[src/rtl/sorter_pkg.sv]
// Shared constants and types for the sort4_pipe quadruple sorter.
package sorter_pkg;

    localparam int DEF_WIDTH = 8;
    localparam int NUM_GROUP = 4;
    localparam int CNT_W     = 3;
    localparam logic [DEF_WIDTH-1:0] PAD = {DEF_WIDTH{1'b1}};

    typedef logic [CNT_W-1:0] count_t;

endpackage

[src/rtl/sort4_pipe_if.sv]
// Key stream in, sorted quadruple out.
// Handshake: in_valid marks a key that is always taken (no ready); out_valid is a
// one-cycle pulse qualifying out_keys/out_count, which hold between pulses.
interface sort4_pipe_if #(parameter int WIDTH = sorter_pkg::DEF_WIDTH);
    import sorter_pkg::*;

    logic                   in_valid;
    logic [WIDTH-1:0]       in_key;
    logic                   in_last;
    logic                   out_valid;
    logic [4*WIDTH-1:0]     out_keys;
    count_t                 out_count;

    modport master (
        output in_valid, in_key, in_last,
        input  out_valid, out_keys, out_count
    );

    modport slave (
        input  in_valid, in_key, in_last,
        output out_valid, out_keys, out_count
    );

endinterface

[src/rtl/sort4_pipe_cmp_swap.sv]
// Single compare-exchange element: lo/hi ordered pair, equal keys keep their order.
module cmp_swap import sorter_pkg::*; #(
    parameter int WIDTH = DEF_WIDTH
) (
    input  logic [WIDTH-1:0] a,
    input  logic [WIDTH-1:0] b,
    output logic [WIDTH-1:0] lo,
    output logic [WIDTH-1:0] hi
);

    always_comb begin
        if (a > b) begin
            lo = b;
            hi = a;
        end else begin
            lo = a;
            hi = b;
        end
    end

endmodule

[src/rtl/sort4_pipe.sv]
// Collects keys into groups of four (or fewer on in_last), pads with all-ones and
// sorts each group ascending through a 3-stage compare-exchange pipeline.
module sort4_pipe import sorter_pkg::*; #(
    parameter int WIDTH = DEF_WIDTH
) (
    input  logic            clk,
    input  logic            rst,
    sort4_pipe_if.slave     bus
);

    localparam logic [WIDTH-1:0] KPAD = {WIDTH{1'b1}};

    typedef logic [3:0][WIDTH-1:0] group_t;

    // Slot 3 is never stored: the fourth key always dispatches straight away.
    logic [1:0]         cnt;
    logic [WIDTH-1:0]   slot_q [0:2];
    group_t             grp;
    logic               dispatch;

    group_t             s0_k, s1_k, s2_k, out_k;
    count_t             s0_c, s1_c, s2_c, out_c;
    logic               s0_v, s1_v, s2_v, out_v;
    group_t             n1, n2, n3;

    assign dispatch = bus.in_valid && ((cnt == 2'd3) || bus.in_last);

    always_comb begin
        grp[0] = (cnt == 2'd0) ? bus.in_key : slot_q[0];
        grp[1] = (cnt == 2'd1) ? bus.in_key : ((cnt > 2'd1) ? slot_q[1] : KPAD);
        grp[2] = (cnt == 2'd2) ? bus.in_key : ((cnt > 2'd2) ? slot_q[2] : KPAD);
        grp[3] = (cnt == 2'd3) ? bus.in_key : KPAD;
    end

    always_ff @(posedge clk or posedge rst) begin
        if (rst) begin
            cnt       <= 2'd0;
            slot_q[0] <= '0;
            slot_q[1] <= '0;
            slot_q[2] <= '0;
        end else if (bus.in_valid) begin
            if (dispatch) begin
                cnt <= 2'd0;
            end else begin
                slot_q[cnt] <= bus.in_key;
                cnt         <= cnt + 2'd1;
            end
        end
    end

    cmp_swap #(.WIDTH(WIDTH)) u_s1_a (.a(s0_k[0]), .b(s0_k[1]), .lo(n1[0]), .hi(n1[1]));
    cmp_swap #(.WIDTH(WIDTH)) u_s1_b (.a(s0_k[2]), .b(s0_k[3]), .lo(n1[2]), .hi(n1[3]));
    cmp_swap #(.WIDTH(WIDTH)) u_s2_a (.a(s1_k[0]), .b(s1_k[2]), .lo(n2[0]), .hi(n2[2]));
    cmp_swap #(.WIDTH(WIDTH)) u_s2_b (.a(s1_k[1]), .b(s1_k[3]), .lo(n2[1]), .hi(n2[3]));
    cmp_swap #(.WIDTH(WIDTH)) u_s3   (.a(s2_k[1]), .b(s2_k[2]), .lo(n3[1]), .hi(n3[2]));

    assign n3[0] = s2_k[0];
    assign n3[3] = s2_k[3];

    // Data registers load only with their valid so the outputs hold between groups.
    always_ff @(posedge clk or posedge rst) begin
        if (rst) begin
            s0_v  <= 1'b0;  s0_k  <= '0;  s0_c  <= '0;
            s1_v  <= 1'b0;  s1_k  <= '0;  s1_c  <= '0;
            s2_v  <= 1'b0;  s2_k  <= '0;  s2_c  <= '0;
            out_v <= 1'b0;  out_k <= '0;  out_c <= '0;
        end else begin
            s0_v  <= dispatch;
            s1_v  <= s0_v;
            s2_v  <= s1_v;
            out_v <= s2_v;
            if (dispatch) begin
                s0_k <= grp;
                s0_c <= count_t'({1'b0, cnt} + 3'd1);
            end
            if (s0_v) begin
                s1_k <= n1;
                s1_c <= s0_c;
            end
            if (s1_v) begin
                s2_k <= n2;
                s2_c <= s1_c;
            end
            if (s2_v) begin
                out_k <= n3;
                out_c <= s2_c;
            end
        end
    end

    assign bus.out_valid = out_v;
    assign bus.out_keys  = out_k;
    assign bus.out_count = out_c;

endmodule

[src/flat_wrapper.sv]
// flat-port wrapper written by rule: the top's interface ports become plain ports
module sort4_pipe_flat import sorter_pkg::*;
#(
    parameter int WIDTH = DEF_WIDTH
)
  (clk, rst, bus_in_valid, bus_in_key, bus_in_last, bus_out_valid, bus_out_keys, bus_out_count);
  sort4_pipe_if #(.WIDTH(WIDTH)) bus_i ();
  input  logic clk;
  input  logic rst;
  input wire logic [$bits(bus_i.in_valid)-1:0] bus_in_valid;
  input wire logic [$bits(bus_i.in_key)-1:0] bus_in_key;
  input wire logic [$bits(bus_i.in_last)-1:0] bus_in_last;
  output wire logic [$bits(bus_i.out_valid)-1:0] bus_out_valid;
  output wire logic [$bits(bus_i.out_keys)-1:0] bus_out_keys;
  output wire logic [$bits(bus_i.out_count)-1:0] bus_out_count;
  assign bus_i.in_valid = bus_in_valid;
  assign bus_i.in_key = bus_in_key;
  assign bus_i.in_last = bus_in_last;
  assign bus_out_valid = bus_i.out_valid;
  assign bus_out_keys = bus_i.out_keys;
  assign bus_out_count = bus_i.out_count;
  sort4_pipe #(.WIDTH(WIDTH)) u_core (.clk(clk), .rst(rst), .bus(bus_i));
endmodule
[config.mk]
export PLATFORM = sky130hd
export DESIGN_NAME = sort4_pipe_flat
export DESIGN_NICKNAME = d
export VERILOG_FILES = /design/src/rtl/sorter_pkg.sv /design/src/rtl/sort4_pipe_if.sv /design/src/rtl/sort4_pipe_cmp_swap.sv /design/src/rtl/sort4_pipe.sv /design/src/flat_wrapper.sv
export SDC_FILE = /design/constraint.sdc
export NUM_CORES = 1
export LEC_CHECK = 0
export BUFFER_PORTS_ARGS = -buffer_cell sky130_fd_sc_hd__buf_2
export CORE_MARGIN = 3
export CORE_UTILIZATION = 55
export DETAILED_ROUTE_END_ITERATION = 7
export PLACE_DENSITY_LB_ADDON = 0.2
export RECOVER_POWER = 25
export SETUP_SLACK_MARGIN = 0.15
export SLEW_MARGIN = 20
export SYNTH_ARGS = -nofsm -noshare
export SYNTH_HDL_FRONTEND = slang
export SYNTH_SLANG_ARGS = --single-unit
[constraint.sdc]
create_clock -name clk -period 4.64 [get_ports clk]
set_input_delay 0.232 -clock clk [delete_from_list [all_inputs] [get_ports clk]]
set_output_delay 0.232 -clock clk [all_outputs]
set_load 0.03 [all_outputs]
### Yosys cells after proc, flatten, opt, wreduce, memory -nomap -nowiden

Index checks and enable logic that the tools add are counted.

* register bits: 170
* bits of input ports: 12
* output and inout port bits: 36
* logic and storage cells: 69

* $add $sub $neg: 2
* order comparisons: 9
* eq/ne operators: 3
* muxes and demuxes: 20
* bitwise logic cells: 2
* reductions and logical operators: 5

Operators with widths (number)
* $mux 8: 17
* $gt 8x8->1: 5
* $bwmux 24: 1
* $demux 8 s2: 1
* $eq 2x2->1 const B: 2
* $add 2x1->3 const B: 1
* $ge 3x3->1 const B: 1
* $lt 3x1->1 const B: 1
* $not 2->3: 1
* $add 2x1->2 const B: 1
* $eq 2x1->1 const B: 1
* $gt 2x1->1 const B: 1
* $gt 2x2->1 const B: 1
* $logic_and 1x1->1: 2
* $logic_not 2->1: 1
* $mux 2: 1
* $reduce_and 2->1: 1
* $logic_or 1x1->1: 1
* $not 1->1: 1

### Longest topological paths before layout

* word-level depth: 6
* depth in mapped cells: 8
* gate-level depth less buffers: 7

### By module

From an unflattened synthesis, not the netlist that was laid out.

* cells, all modules: 670
* area, all modules: 9052.4 um^2

By module, submodules not included
* sort4_pipe: instances 1, cells an instance 450, area an instance 6668.9 um^2, sequential area each 4254.1 um^2
* cmp_swap: instances 5, cells an instance 44, area an instance 476.7 um^2, sequential area each 0.0 um^2

### Worst setup path before layout

OpenSTA, ideal clock, no wires.

* kind: register to register
* from: register u_core.s1_k[17] (netlist bit)
* to: register u_core.s2_k (netlist bit u_core.n3[0])
* library setup time: 0.141 ns
* data arrival time: 1.591 ns
* data required time: 4.499 ns
* path slack: 2.908 ns
* stages on the path, launching flop included: 9
* buffers on the path: 1
* period minus slack after synthesis: 1.732 ns
* path through: dfrtp_1 inv_1 ha_1 nor2b_1 o211ai_2 a211o_2 buf_6 nand3_2 a31oi_1

* longest elaborated chain between the ends: 2

RTL lines
* start, declared: line sort4_pipe.sv:21 `group_t s0_k, s1_k, s2_k, out_k;`
* start signal, assigned: line sort4_pipe.sv:77 `s1_k <= n1;`
* $gt 8x8->1: line sort4_pipe_cmp_swap.sv:12 `if (a > b) begin`
* $mux 8: line sort4_pipe_cmp_swap.sv:12
* end signal, assigned: line sort4_pipe.sv:81 `s2_k <= n2;`
* end, declared: line sort4_pipe.sv:21

Every way passes these cells.
A chain may end at the register's enable or synchronous reset.

### Final worst setup path

* from: register u_core.s1_k[17] (netlist bit)
* to: register u_core.s2_k[17] (netlist bit)

* longest elaborated chain between the ends: 2

RTL lines (line)
* $gt 8x8->1: sort4_pipe_cmp_swap.sv:12
* $mux 8 (*): sort4_pipe_cmp_swap.sv:12

Every way passes the cells marked *; elsewhere a longest branch is shown, timed or not.

==> flow_summary.toml <==
[setup_path]
slowest_delay_ps = 570
crit_slowest_cell = "a211oi_4"
r2r-start = "u_core.s1_k[17]$_DFFE_PP0P_"
r2r_end = "u_core.s2_k[17]$_DFFE_PP0P_"
crit_arrival_ps = 2520
r2r_setup_slack_ps = 2470
crit_path_end_kind = "flop"
crit_type = "reg2reg"
endpoint = "u_core.s2_k[17]$_DFFE_PP0P_"
cp-startpoint = "u_core.s1_k[17]$_DFFE_PP0P_"
path_cells = "inv_1, ha_1, nor2b_1, o211ai_2, a211oi_4, o21ai_0, a31oi_1"
critPathMaxFanout = 16
cp-start-kind = "flop"
r2r_cells = 7
critPathRequiredTime_ps = 4990

[floorplanning]
die_h_um = 132
core_um2 = 15400
initial_utilization_pct = 56.9
placementRows = 45
die_w_um = 132
boundaryPins = 48
die-area_um2 = 17400

[grt]
grt_max_degree = 171
grt.overflow.total = 0
grt_pass1_vias = 6346
antenna_found_initial = 0
grt_first_pass_wirelength_um = 31100
grt_usage_pct = 21.9

[detailed_routing]
route.final.wire_length_um = 18300
wl_per_cell_um = 16.6
viasPerCell = 5.86
drc = 0
ant_nets = 0
first_iter_violations = 525
first_pass_iters = 5
vias = 6458

[sta]
rsz0062_at_grt = "no"
finalHoldViolCount = 0
fin_setup_tns_ps = 0
slew_headroom_pct = 31.0
finalSetupViolCount = 0
skew_ps = 11.7
period_minus_slack_ps = 2170
drv_slew = 0
fin_crit_sh_pct = 46.7
clock.fmax_mhz = 461
worstMarginPinSlew_ps = 1030
setup_ws_ps = 2470

[placed_design]
io_buffer_count = 47
dp_hpwl_um = 13100
pre_cts_slack_ps = 2500
place_area_um2 = 8980
gp_congestion = 0.894

[cells_and_area]
fill_cells = 1285
antenna-diode-count = 0
area_growth_pct = 9.91
register_area_um2 = 4260
post-route-util_pct = 62.5
drive_gt1_share_pct = 20.7
multi_input_area_um2 = 4020
final_area_um2 = 9610
final_nets = 935

[synth]
yosysTopAreaCell = "dfrtp_1"
synthMuxAreaShare_pct = 7.34
yosys.area_share.simple_pct = 14.4
netlist_top_cells_area = "dfrtp_1, ha_1, mux2_2"
ys.flop_type = "dfrtp_1"
synth_commonest_cells = "dfrtp_1, o21ai_0, nor2_1"
syn_avg_cell_area_um2 = 10.2
yosysWarningCount = 0
syn_nets = 916
netlist_area_um2 = 8740
ys_ff_latch = 170
synth-compound-area-share_pct = 17.7
synth_top_family_by_area = "compound AO/OA/AOI/OAI gates"
synthAdderAreaFrac_pct = 6.44
synth_top_cell_area_share_pct = 48.7
synth_most_common_cell = "dfrtp_1"
synth-edff-count = 0
postSynth.asyncResetShare_pct = 100
yosysUniqueCellTypes = 31
ys_seq_area_share_pct = 48.7
synthesis.instances = 859
synth-xor-area-share_pct = 0

[power_and_ir_drop]
clock_power_share_pct = 22.5
combPwrFrac_pct = 38.5
ir_worst_vdd_uv = 419
switching_share_pct = 40.6
leakage_nw = 4.28
power.switching_w = 0.00261
p_int_w = 0.00382
pwr-share-seq_pct = 39.0
power_density_nw_per_um2 = 670

[clocking]
numCtsBuffers = 17
clk_pin_slew_ps = 70
cts_sinks = 170
hold_buffers = 0
clk_latency_ps = 430
cts_resized = 0
cts_tree = "done"
ctsLongestPathBuffers = 2
cts_root_buffer = "clkbuf_16"
htree_levels = 4
postCtsSetupBuffers = 0

[flow_run]
cap_violations = 0

[min_path]
hp-class = "in2async"

[outcome]
status = "finished, final reports clean"
metal layers:
metal / up-vias / track usage (%) / wire length [um] / part of all wire (%)
li1: 3132 / - / - / -
met4: 0 / 9.63 / 550 / 3.0
met3: 38 / 5.42 / 920 / 5.0
met5: - / 0 / 0 / 0
met1: 3105 / 28.3 / 7990 / 44
met2: 183 / 35.4 / 8820 / 48
through the flow:
step,power [W],hold slack [ps],std cells
after floorplan,0.00444,322,859
after global placement,0.00489,482,1069
after detailed placement,0.00501,477,1069
after CTS,0.00645,105,1101
after global routing,0.00691,123,1102
final,0.00643,74.7,1102
cell type report:
type | instances | area share (%)
repair buffers | 50 | 2.94
clock inverters | 12 | 1.43
multi-input cells | 592 | 41.8
well taps | 211 | 2.75
clock buffers | 20 | 4.86
inverters | 47 | 1.85
flip-flops and latches | 170 | 44.3
cell usage in the layout (no fill, tap or decap), types with 2 or more instances in the layout:
cell type  instances
clkinv_1           2
a21oi_1           24
inv_1             44
clkbuf_16         17
nand4_1            5
nand3_1           71
o21ai_0           96
a31oi_1           80
dfrtp_1          167
nand3_2           10
nor3b_1            7
clkinv_2           3
o211ai_2           5
nand4_4            5
o21ai_2            6
nand2_1           38
o21ai_1           16
nor2_1            81
a211oi_4           5
buf_2             47
ha_1              45
clkbuf_8           3
mux2_2            49
o22ai_1           15
a211o_2            5
nor2b_1            6
bufinv_16          2
mux2i_1            9
nor2b_2            5
buf_12             2
nor2_4             7
inv_6              2
clkinv_4           3
dfrtp_2            3
critical path, delay by kind of cell, from the launching register on:
| family | cells | cell delay [ps] |
|---|---|---|
| buffers and inverters | 1 | 70 |
| AO/OA/AOI/OAI | 4 | 1110 |
| adder cells (fa/ha/maj) | 1 | 300 |
| AND/OR/NAND/NOR | 1 | 200 |
| flip-flops | 1 | 410 |
registers in the layout, indices dropped and copies added (netlist names):
| name | flops |
|---|---|
| u_core.bus.out_keys | 32 |
| u_core.s0_k | 32 |
| u_core.s1_k | 32 |
| u_core.slot_q | 24 |
| u_core.n3 | 16 |
| u_core.s2_k | 16 |
| u_core.bus.out_count | 3 |
| u_core.s0_c | 3 |
| u_core.s1_c | 3 |
| u_core.s2_c | 3 |
| u_core.cnt | 2 |
| u_core.bus.out_valid | 1 |
| u_core.s0_v | 1 |
| u_core.s1_v | 1 |
| u_core.s2_v | 1 |
power by group through the flow:
stage | Clock [W] | Combinational, W | Sequential [W]
5_1_grt | 0.00153 | 0.00279 | 0.00259
6_report | 0.00145 | 0.00248 | 0.00251
3_5_place_dp | 0 | 0.00247 | 0.00254
2_1_floorplan | 0 | 0.00182 | 0.00262
4_1_cts | 0.00146 | 0.00248 | 0.00251
3_3_place_gp | 0 | 0.00239 | 0.00250
worst min-delay path by stage:
stage                               startpoint                                 end  slack, ps  depth (start not counted)
finish                                     rst  u_core.bus.out_keys[3]$_DFFE_PP0P_         70                          3
global route                      bus_in_valid          u_core.s0_c[2]$_DFFE_PP0P_        120                          3
CTS                                        rst  u_core.bus.out_keys[3]$_DFFE_PP0P_        110                          3
detailed placement  u_core.s0_c[2]$_DFFE_PP0P_          u_core.s0_c[2]$_DFFE_PP0P_        480                          2
global placement    u_core.s0_c[2]$_DFFE_PP0P_          u_core.s0_c[2]$_DFFE_PP0P_        480                          2
floorplan                         bus_in_valid           u_core.cnt[0]$_DFFE_PP0P_        320                          1
cells by family (layout without fill, tap and decap cells):
kind of cell,count (synthesis),count (layout)
AOI/OAI and AO/OA,253,253
adders and majority gates,45,45
DFF,170,170
and+or+nand+nor,236,236
muxes,58,58
buffers and inverters,97,129
(Power assumes the default switching activity.)
